--- src/rtl/des_pkg.sv ---
`default_nettype none
// ============================================================================
// Module   : des_pkg
// Purpose  : Shared DES constants and helpers for the iterative DES controller:
//            key-shift schedule, FSM state enum, IP / IP^-1 / PC1 / PC2 / P
//            index tables, S-box contents, and permutation helper functions.
//            Bit numbering follows DES: vectors are declared [1:N] and
//            bit 1 is the MSB.
// Ports    : none (package)
// Revision : 1.0 - initial release
// ============================================================================
package des_pkg;

  // Round counter width; holds 0..NUM_ROUNDS+1 without wrapping.
  localparam int RND_W = 5;

  // Left-rotate amount per round for the C/D key halves.
  localparam logic [1:0] SHIFT [1:16] = '{
    2'd1, 2'd1, 2'd2, 2'd2, 2'd2, 2'd2, 2'd2, 2'd2,
    2'd1, 2'd2, 2'd2, 2'd2, 2'd2, 2'd2, 2'd2, 2'd1
  };

  typedef enum logic [1:0] {
    IDLE  = 2'd0,
    ROUND = 2'd1,
    FINAL = 2'd2,
    DONE  = 2'd3
  } des_state_t;

  localparam int IP_TAB [64] = '{
    58, 50, 42, 34, 26, 18, 10, 2,  60, 52, 44, 36, 28, 20, 12, 4,
    62, 54, 46, 38, 30, 22, 14, 6,  64, 56, 48, 40, 32, 24, 16, 8,
    57, 49, 41, 33, 25, 17,  9, 1,  59, 51, 43, 35, 27, 19, 11, 3,
    61, 53, 45, 37, 29, 21, 13, 5,  63, 55, 47, 39, 31, 23, 15, 7
  };

  localparam int IPI_TAB [64] = '{
    40, 8, 48, 16, 56, 24, 64, 32,  39, 7, 47, 15, 55, 23, 63, 31,
    38, 6, 46, 14, 54, 22, 62, 30,  37, 5, 45, 13, 53, 21, 61, 29,
    36, 4, 44, 12, 52, 20, 60, 28,  35, 3, 43, 11, 51, 19, 59, 27,
    34, 2, 42, 10, 50, 18, 58, 26,  33, 1, 41,  9, 49, 17, 57, 25
  };

  localparam int PC1_TAB [56] = '{
    57, 49, 41, 33, 25, 17,  9,   1, 58, 50, 42, 34, 26, 18,
    10,  2, 59, 51, 43, 35, 27,  19, 11,  3, 60, 52, 44, 36,
    63, 55, 47, 39, 31, 23, 15,   7, 62, 54, 46, 38, 30, 22,
    14,  6, 61, 53, 45, 37, 29,  21, 13,  5, 28, 20, 12,  4
  };

  localparam int PC2_TAB [48] = '{
    14, 17, 11, 24,  1,  5,   3, 28, 15,  6, 21, 10,
    23, 19, 12,  4, 26,  8,  16,  7, 27, 20, 13,  2,
    41, 52, 31, 37, 47, 55,  30, 40, 51, 45, 33, 48,
    44, 49, 39, 56, 34, 53,  46, 42, 50, 36, 29, 32
  };

  localparam int P_TAB [32] = '{
    16,  7, 20, 21, 29, 12, 28, 17,   1, 15, 23, 26,  5, 18, 31, 10,
     2,  8, 24, 14, 32, 27,  3,  9,  19, 13, 30,  6, 22, 11,  4, 25
  };

  // One 256-bit word per S-box; entry (row*16 + col) sits at nibble
  // position counted from the MSB.
  localparam logic [255:0] SBOX [8] = '{
    256'hE4D12FB83A6C59070F74E2D1A6CB953841E8D62BFC973A50FC8249175B3EA06D,
    256'hF18E6B34972DC05A3D47F28EC01A69B50E7BA4D158C6932FD8A13F42B67C05E9,
    256'hA09E63F51DC7B428D709346A285ECBF1D6498F30B12C5AE71AD069874FE3B52C,
    256'h7DE3069A1285BC4FD8B56F03472C1AE9A690CB7DF13E52843F06A1D8945BC72E,
    256'h2C417AB6853FD0E9EB2C47D150FA3986421BAD78F9C5630EB8C71E2D6F09A453,
    256'hC1AF92680D34E75BAF427C9561DE0B389EF528C3704A1DB6432C95FABE17608D,
    256'h4B2EF08D3C975A61D0B7491AE35C2F8614BDC37EAF6805926BD814A7950FE23C,
    256'hD2846FB1A93E50C71FD8A374C56B0E927B419CE206ADF35821E74A8DFC90356B
  };

  function automatic logic [1:64] ip_perm(input logic [1:64] d);
    logic [1:64] o;
    for (int i = 0; i < 64; i++) o[7'(i + 1)] = d[7'(IP_TAB[6'(i)])];
    return o;
  endfunction

  function automatic logic [1:64] ip_inv_perm(input logic [1:64] d);
    logic [1:64] o;
    for (int i = 0; i < 64; i++) o[7'(i + 1)] = d[7'(IPI_TAB[6'(i)])];
    return o;
  endfunction

  // Parity bits (8, 16, ..., 64) are never referenced by PC1.
  function automatic logic [1:56] pc1_perm(input logic [1:64] d);
    logic [1:56] o;
    for (int i = 0; i < 56; i++) o[6'(i + 1)] = d[7'(PC1_TAB[6'(i)])];
    return o;
  endfunction

  function automatic logic [1:48] pc2_perm(input logic [1:56] d);
    logic [1:48] o;
    for (int i = 0; i < 48; i++) o[6'(i + 1)] = d[6'(PC2_TAB[6'(i)])];
    return o;
  endfunction

  // E is regular: output group g copies R bits 4g..4g+5 (1-based, wrapping).
  function automatic logic [1:48] e_expand(input logic [1:32] r);
    logic [1:48] o;
    for (int j = 0; j < 48; j++)
      o[6'(j + 1)] = r[6'(((4 * (j / 6) + (j % 6) + 31) % 32) + 1)];
    return o;
  endfunction

  function automatic logic [1:32] p_perm(input logic [1:32] d);
    logic [1:32] o;
    for (int i = 0; i < 32; i++) o[6'(i + 1)] = d[6'(P_TAB[5'(i)])];
    return o;
  endfunction

  // Row = outer bits {b1,b6}, column = inner bits b2..b5.
  function automatic logic [3:0] sbox_lookup(input int n, input logic [5:0] x);
    logic [5:0]   idx;
    logic [255:0] word;
    idx  = {x[5], x[0], x[4:1]};
    word = SBOX[3'(n)] >> {6'd63 - idx, 2'b00};
    return word[3:0];
  endfunction

endpackage
`default_nettype wire

--- src/rtl/des_iter_controller_if.sv ---
`default_nettype none
// ============================================================================
// Module   : des_iter_controller_if
// Purpose  : Block-in / result-out valid-ready bundle for des_iter_controller.
//            slave  : controller side; master : source/sink side.
// Signals  : in_valid/in_ready/in_data/in_key/in_decrypt (input block),
//            out_valid/out_ready/out_data (result), busy (status),
//            blk_cnt (only with DES_BLOCK_CNT_EN defined).
// Revision : 1.0 - initial release
// ============================================================================
interface des_iter_controller_if;
  logic        in_valid;
  logic        in_ready;
  logic [1:64] in_data;
  logic [1:64] in_key;
  logic        in_decrypt;
  logic        out_valid;
  logic        out_ready;
  logic [1:64] out_data;
  logic        busy;
`ifdef DES_BLOCK_CNT_EN
  logic [31:0] blk_cnt;
`endif

  modport slave (
    input  in_valid, in_data, in_key, in_decrypt, out_ready,
    output in_ready, out_valid, out_data, busy
`ifdef DES_BLOCK_CNT_EN
    , output blk_cnt
`endif
  );

  modport master (
    output in_valid, in_data, in_key, in_decrypt, out_ready,
    input  in_ready, out_valid, out_data, busy
`ifdef DES_BLOCK_CNT_EN
    , input blk_cnt
`endif
  );
endinterface
`default_nettype wire

--- src/rtl/des_iter_controller_key_schedule.sv ---
`default_nettype none
// ============================================================================
// Module   : des_key_schedule
// Purpose  : Combinational on-the-fly DES subkey generator.
//            Encrypt: rotate C/D left first, subkey = PC2(rotated).
//            Decrypt: subkey = PC2(current), then rotate right using the
//            schedule run backwards, so round 1 yields K16 = PC2(PC1(key)).
// Ports    : i_cd      [1:56] registered C/D halves
//            i_rnd     [4:0]  current round (1..NUM_ROUNDS)
//            i_decrypt        direction
//            o_cd_next [1:56] C/D for the next round
//            o_subkey  [1:48] subkey for this round
// Revision : 1.0 - initial release
// ============================================================================
module des_key_schedule
  import des_pkg::*;
#(
  parameter int NUM_ROUNDS = 16
) (
  input  logic [1:56]      i_cd,
  input  logic [RND_W-1:0] i_rnd,
  input  logic             i_decrypt,
  output logic [1:56]      o_cd_next,
  output logic [1:48]      o_subkey
);

  logic [RND_W-1:0] w_sched_idx;
  logic             w_two;
  logic [1:28]      w_c;
  logic [1:28]      w_d;
  logic [1:28]      w_c_n;
  logic [1:28]      w_d_n;

  assign w_sched_idx = i_decrypt ? (RND_W'(NUM_ROUNDS + 1) - i_rnd) : i_rnd;
  assign w_two       = (SHIFT[w_sched_idx] == 2'd2);
  assign w_c         = i_cd[1:28];
  assign w_d         = i_cd[29:56];

  always_comb begin
    w_c_n    = w_c;
    w_d_n    = w_d;
    o_subkey = '0;
    if (i_decrypt) begin
      w_c_n    = w_two ? {w_c[27:28], w_c[1:26]} : {w_c[28], w_c[1:27]};
      w_d_n    = w_two ? {w_d[27:28], w_d[1:26]} : {w_d[28], w_d[1:27]};
      o_subkey = pc2_perm(i_cd);
    end else begin
      w_c_n    = w_two ? {w_c[3:28], w_c[1:2]} : {w_c[2:28], w_c[1]};
      w_d_n    = w_two ? {w_d[3:28], w_d[1:2]} : {w_d[2:28], w_d[1]};
      o_subkey = pc2_perm({w_c_n, w_d_n});
    end
  end

  assign o_cd_next = {w_c_n, w_d_n};

endmodule
`default_nettype wire

--- src/rtl/des_round_core.sv ---
`default_nettype none
// ============================================================================
// Module   : des_round_core
// Purpose  : One combinational DES Feistel round: {L,R} -> {R, L ^ f(R,K)}.
// Ports    : i_lr     [1:64] current {L,R}
//            i_subkey [1:48] round subkey
//            o_lr     [1:64] swapped next {L,R}
// Revision : 1.0 - initial release
// ============================================================================
module des_round_core
  import des_pkg::*;
(
  input  logic [1:64] i_lr,
  input  logic [1:48] i_subkey,
  output logic [1:64] o_lr
);

  logic [1:32] w_r;
  logic [1:48] w_x;
  logic [1:32] w_s;

  assign w_r = i_lr[33:64];
  assign w_x = e_expand(w_r) ^ i_subkey;

  for (genvar b = 0; b < 8; b++) begin : g_sbox
    assign w_s[4*b+1 +: 4] = sbox_lookup(b, w_x[6*b+1 +: 6]);
  end

  assign o_lr = {w_r, i_lr[1:32] ^ p_perm(w_s)};

endmodule
`default_nettype wire

--- src/rtl/des_iter_controller.sv ---
`default_nettype none
// ============================================================================
// Module   : des_iter_controller
// Purpose  : Iterative DES engine. One shared Feistel round is reused for
//            NUM_ROUNDS cycles per block; IP on load, swap + IP^-1 on finish.
//            Optional macro DES_BLOCK_CNT_EN adds a 32-bit completed-block
//            counter (bus.blk_cnt).
// Ports    : clk   - rising-edge clock
//            rst_n - asynchronous active-low reset
//            bus   - des_iter_controller_if.slave (in_* block source,
//                    out_* result sink, busy status)
// Latency  : out_valid rises NUM_ROUNDS+1 edges after the accept edge;
//            one block per NUM_ROUNDS+3 cycles with out_ready held high.
// Revision : 1.0 - initial release
// ============================================================================
module des_iter_controller
  import des_pkg::*;
#(
  parameter int NUM_ROUNDS = 16
) (
  input  logic                  clk,
  input  logic                  rst_n,
  des_iter_controller_if.slave  bus
);

  des_state_t       r_state;
  des_state_t       w_state_next;
  logic [1:64]      r_lr;
  logic [1:56]      r_cd;
  logic             r_mode;
  logic [RND_W-1:0] r_rnd;
  logic [1:64]      r_out_data;
  logic             r_out_valid;

  logic             w_in_ready;
  logic             w_busy;
  logic             w_accept;
  logic             w_out_hs;
  logic             w_last_round;
  logic [1:56]      w_cd_next;
  logic [1:48]      w_subkey;
  logic [1:64]      w_lr_next;

  assign w_accept     = bus.in_valid && w_in_ready;
  assign w_out_hs     = r_out_valid && bus.out_ready;
  assign w_last_round = (r_rnd == RND_W'(NUM_ROUNDS));

  des_key_schedule #(
    .NUM_ROUNDS (NUM_ROUNDS)
  ) u_key_schedule (
    .i_cd      (r_cd),
    .i_rnd     (r_rnd),
    .i_decrypt (r_mode),
    .o_cd_next (w_cd_next),
    .o_subkey  (w_subkey)
  );

  des_round_core u_round_core (
    .i_lr     (r_lr),
    .i_subkey (w_subkey),
    .o_lr     (w_lr_next)
  );

  // State register
  always_ff @(posedge clk or negedge rst_n) begin
    if (!rst_n) r_state <= IDLE;
    else        r_state <= w_state_next;
  end

  // Next-state logic
  always_comb begin
    w_state_next = r_state;
    case (r_state)
      IDLE:    if (w_accept)     w_state_next = ROUND;
      ROUND:   if (w_last_round) w_state_next = FINAL;
      FINAL:                     w_state_next = DONE;
      DONE:    if (w_out_hs)     w_state_next = IDLE;
      default:                   w_state_next = IDLE;
    endcase
  end

  // State-decoded outputs
  always_comb begin
    w_in_ready = 1'b0;
    w_busy     = 1'b0;
    case (r_state)
      IDLE:               w_in_ready = 1'b1;
      ROUND, FINAL, DONE: w_busy     = 1'b1;
      default:            w_in_ready = 1'b0;
    endcase
  end

  // Datapath: block/key load, one round per ROUND cycle, result capture.
  always_ff @(posedge clk or negedge rst_n) begin
    if (!rst_n) begin
      r_lr        <= '0;
      r_cd        <= '0;
      r_mode      <= 1'b0;
      r_rnd       <= '0;
      r_out_data  <= '0;
      r_out_valid <= 1'b0;
    end else begin
      if (w_accept) begin
        r_lr   <= ip_perm(bus.in_data);
        r_cd   <= pc1_perm(bus.in_key);
        r_mode <= bus.in_decrypt;
        r_rnd  <= RND_W'(1);
      end else if (r_state == ROUND) begin
        r_lr  <= w_lr_next;
        r_cd  <= w_cd_next;
        r_rnd <= r_rnd + RND_W'(1);
      end

      // The last round already swapped halves; {R16,L16} undoes that.
      if (r_state == FINAL) begin
        r_out_data  <= ip_inv_perm({r_lr[33:64], r_lr[1:32]});
        r_out_valid <= 1'b1;
      end else if (w_out_hs) begin
        r_out_valid <= 1'b0;
      end
    end
  end

`ifdef DES_BLOCK_CNT_EN
  logic [31:0] r_blk_cnt;

  always_ff @(posedge clk or negedge rst_n) begin
    if (!rst_n)        r_blk_cnt <= '0;
    else if (w_out_hs) r_blk_cnt <= r_blk_cnt + 32'd1;
  end

  assign bus.blk_cnt = r_blk_cnt;
`endif

  assign bus.in_ready  = w_in_ready;
  assign bus.busy      = w_busy;
  assign bus.out_valid = r_out_valid;
  assign bus.out_data  = r_out_data;

endmodule
`default_nettype wire

--- src/flat_wrapper.sv ---
// flat-port wrapper written by rule: the top's interface ports become plain ports
module des_iter_controller_flat import des_pkg::*;
#(
  parameter int NUM_ROUNDS = 16
)
  (clk, rst_n, bus_in_valid, bus_in_data, bus_in_key, bus_in_decrypt, bus_out_ready, bus_in_ready, bus_out_valid, bus_out_data, bus_busy);
  des_iter_controller_if bus_i ();
  input  logic clk;
  input  logic rst_n;
  input wire logic [$bits(bus_i.in_valid)-1:0] bus_in_valid;
  input wire logic [$bits(bus_i.in_data)-1:0] bus_in_data;
  input wire logic [$bits(bus_i.in_key)-1:0] bus_in_key;
  input wire logic [$bits(bus_i.in_decrypt)-1:0] bus_in_decrypt;
  input wire logic [$bits(bus_i.out_ready)-1:0] bus_out_ready;
  output wire logic [$bits(bus_i.in_ready)-1:0] bus_in_ready;
  output wire logic [$bits(bus_i.out_valid)-1:0] bus_out_valid;
  output wire logic [$bits(bus_i.out_data)-1:0] bus_out_data;
  output wire logic [$bits(bus_i.busy)-1:0] bus_busy;
  assign bus_i.in_valid = bus_in_valid;
  assign bus_i.in_data = bus_in_data;
  assign bus_i.in_key = bus_in_key;
  assign bus_i.in_decrypt = bus_in_decrypt;
  assign bus_i.out_ready = bus_out_ready;
  assign bus_in_ready = bus_i.in_ready;
  assign bus_out_valid = bus_i.out_valid;
  assign bus_out_data = bus_i.out_data;
  assign bus_busy = bus_i.busy;
  des_iter_controller #(.NUM_ROUNDS(NUM_ROUNDS)) u_core (.clk(clk), .rst_n(rst_n), .bus(bus_i));
endmodule
--- config.mk ---
export PLATFORM = sky130hd
export DESIGN_NAME = des_iter_controller_flat
export DESIGN_NICKNAME = d
export VERILOG_FILES = /design/src/rtl/des_pkg.sv /design/src/rtl/des_iter_controller_if.sv /design/src/rtl/des_iter_controller_key_schedule.sv /design/src/rtl/des_round_core.sv /design/src/rtl/des_iter_controller.sv /design/src/flat_wrapper.sv
export SDC_FILE = /design/constraint.sdc
export NUM_CORES = 1
export LEC_CHECK = 0
export ABC_AREA = 1
export CAP_MARGIN = 10
export CORE_UTILIZATION = 51
export DETAILED_ROUTE_END_ITERATION = 10
export PLACE_DENSITY = 0.95
export SLEW_MARGIN = 20
export SYNTH_ARGS = -nofsm -noshare
export SYNTH_HDL_FRONTEND = slang
export SYNTH_SLANG_ARGS = --single-unit
--- constraint.sdc ---
create_clock -name clk -period 7.6 [get_ports clk]
set_input_delay 2.28 -clock clk [delete_from_list [all_inputs] [get_ports clk]]
set_output_delay 2.28 -clock clk [all_outputs]
set_load 0.05 [all_outputs]
==> results by group <==
Run status
  • Status: finished clean

Run
  • Max_cap viols: 0

Logic synthesis
  • Synthesized area: about 0.0063 sq mm
  • Avg Inst Size Synth: between 6 and 7 sq um
  • Yosys top cell by area: dfrtp_1
  • Area share of the largest cell type after synthesis: 32.1%
  • Top-count cell post-synth: nand2_1
  • Largest cells by area after synthesis: dfrtp_1, nand2_1, nand3_1
  • Main flop type after synthesis: dfrtp_1
  • Synthesized flop and latch total: a little over 80
  • Async S/R FF share, synth: 100%
  • Synth unique cells: 39
  • Commonest cells post-synth: nand2_1, nand3_1, inv_1
  • Synth Warn #: 0
  • Sequential area share after synthesis: 32.1%
  • Mapped Cells: just over 900
  • EDFF count, synth: 0

Critical path
  • Crit path required time: 7.83 ns
  • Crit Path Category: primary input to flip-flop
  • Critical Path End Type: flip-flop
  • Flop2flop setup slack: between 3 and 4 ns
  • Capturing point of the worst reg2reg path: u_core.r_lr[42]
  • R2R cell count: 29
  • Critical register-to-register path startpoint: u_core.r_mode
  • CP max FO: 54
  • Critical path arrival: between 5 and 6 ns
  • Startpoint Class: primary input

Placed design
  • Placed wire-length estimate: between 10,000 and 15,000 um
  • Gpl congestion: between 0.9 and 1
  • # port buffers: between 70 and 80

Route
  • Antenna Nets Post-Route: 0
  • Drc violations: 0
  • Drt pass-1 iters: 9
  • Vias per cell: between 5 and 6
  • DRT Wirelength: ~17,000 um
  • Total number of vias: ~6,300
  • Initial DRC count: around 680
  • Routed WL per cell: 14.9 um

STA
  • Final hold vios: 0
  • Clock Skew: about 0.0089 ns
  • Setup_tns: 0 ns
  • Unrepaired setup endpoints after global routing: false
  • Tcrit/Tclk final: between 70% and 80%
  • Slew @ Worst Pin: 1.14 ns
  • Final setup fails: 0
  • Fmax: 0.187 GHz
  • Count of final max-slew check failures: 0
  • Final Critical Period: 5.34 ns
  • Slew HR: between 20% and 30%

Global routing
  • Largest net degree at the start of global routing: 82
  • First-pass GRT wire length: approximately 27,000 um
  • Antenna violations before repair: 0
  • Grt ovf: 0
  • Total GRT Usage: 26.3%
  • Vias in the first global route: ~5,700

Final layout
  • Area taken by multi-input logic gates: approximately 0.0035 sq mm
  • Layout cells sized above 1: under 10%
  • Antenna Cells: 0
  • FF+latch area: 0.00203 sq mm
  • Area Overhead vs Synth: 14.4%
  • Final nets: about 1,100
  • FILL cells: 1,025

Die
  • Num rows: 40
  • Height of the die: ~110 um
  • Die area: 0.0128 sq mm
  • Die width: approximately 110 um
  • I/O pin cnt: 200
  • Core Area: ~0.012 sq mm
  • Initial Util: between 50% and 60%

Hold path
  • Hold EP: u_core.bus.out_data[9]
  • WHS Path Cells: 2
  • Launch point of the worst hold path: u_core.bus.out_data[9]
  • Hold Path Class: flip-flop to flip-flop

Clocking
  • H-Tree Depth: 3
  • CTS buffer count: 9
  • Clk sink count: just over 80
  • CTS root buffer: clkbuf_16
  • Clock Pin Slew Worst Setup and Hold Paths: around 0.07 ns
  • CTS max path bufs: 2
  • CTS tree: yes
  • # hold bufs at CTS: 0
  • Setup bufs post-CTS: 0
  • CTS-repair resized insts: 0
  • Worst skew pair latency: 0.34 ns
sequential cells by signal (all words and copies together) (netlist names):
name	cells
u_core.r_cd	28
u_core.r_lr	26
u_core.bus.out_data	18
u_core.r_rnd	5
u_core.r_state	2
u_core.bus.out_valid	1
u_core.r_mode	1
cells in the final DEF, fill, tap and decap left out, types with 3 or more instances in the layout:
cell type / n
a21oi_1: 20
a221o_1: 3
a22oi_1: 5
buf_4: 4
clkbuf_16: 9
clkdlybuf4s50_1: 71
conb_1: 46
dfrtp_1: 81
ha_1: 30
inv_1: 92
inv_2: 15
nand2_1: 292
nand2_2: 13
nand3_1: 110
nand3_2: 7
nand3b_1: 5
nand4_1: 6
nor2_1: 16
nor2_2: 3
nor3_1: 4
o211ai_1: 17
o211ai_2: 5
o21ai_0: 78
o21ai_1: 9
o21ai_2: 4
o221ai_1: 7
metal layers:
layer	wire, um	vias up	global-route usage [%]	share of wire (%)
met3	1660	67	6.53	9.9
li1	-	3013	-	-
met1	6670	2880	33.5	40
met2	7700	372	43.6	46
met5	0	-	0	0
met4	625	0	9.21	3.8
how the worst max path moves through the flow:
stage	start	endpoint	depth (start not counted)
after global placement	bus_in_valid	u_core.r_cd[16]	10
after CTS	bus_in_valid	u_core.r_cd[16]	10
after floorplan	bus_in_valid	u_core.r_cd[14]	8
after global routing	bus_in_valid	u_core.r_cd[16]	10
final	bus_in_valid	u_core.r_cd[16]	10
after detailed placement	bus_in_valid	u_core.r_cd[16]	10
worst max-delay path, stage by stage:
cell	delay [ns]
clkdlybuf4s50_1	0.48
nand2_1	0.24
inv_2	0.79
nor2_1	0.08
buf_4	0.26
inv_1	0.66
buf_4	0.42
o211ai_1	0.14
o22ai_1	0.15
inv_1	0.06
logic make-up (layout without fill, tap and decap cells):
family	after synthesis	in the layout	share of synthesized area, %
AND/OR/NAND/NOR	461	461	32.3
buffers and inverters	186	200	14.4
AO/OA/AOI/OAI	156	156	15.2
flip-flops	81	81	32.1
adder cells (fa/ha/maj)	30	30	5.95
other	1	46	0.0595
metrics by stage:
stage                     instances  utilization (%)  setup slack [ns]  hold WS (ns)  instance area (sq um)
final                          1121             60.1              2.26         0.483                   7210
after global routing           1121             60.1              2.01         0.508                   7210
after CTS                      1121             60.0              2.31         0.483                   7210
after detailed placement       1105             57.5              1.94         0.462                   6910
after global placement         1105             57.5              1.99         0.454                   6910
after floorplan                 960                -              4.16         0.449                   6470
layout make-up:
cell class                      instances  share of cell area [%]
Tap cell                              147                    2.55
Sequential cell                        81                    28.1
Timing Repair Buffer                   76                    10.4
Multi-Input combinational cell        693                    49.1
Inverter                              108                    5.62
Clock buffer                            9                    3.12
Clock inverter                          7                    1.09
Power is not shown: default switching activity piles up to over one toggle a cycle in this logic, so the estimate is an artifact.
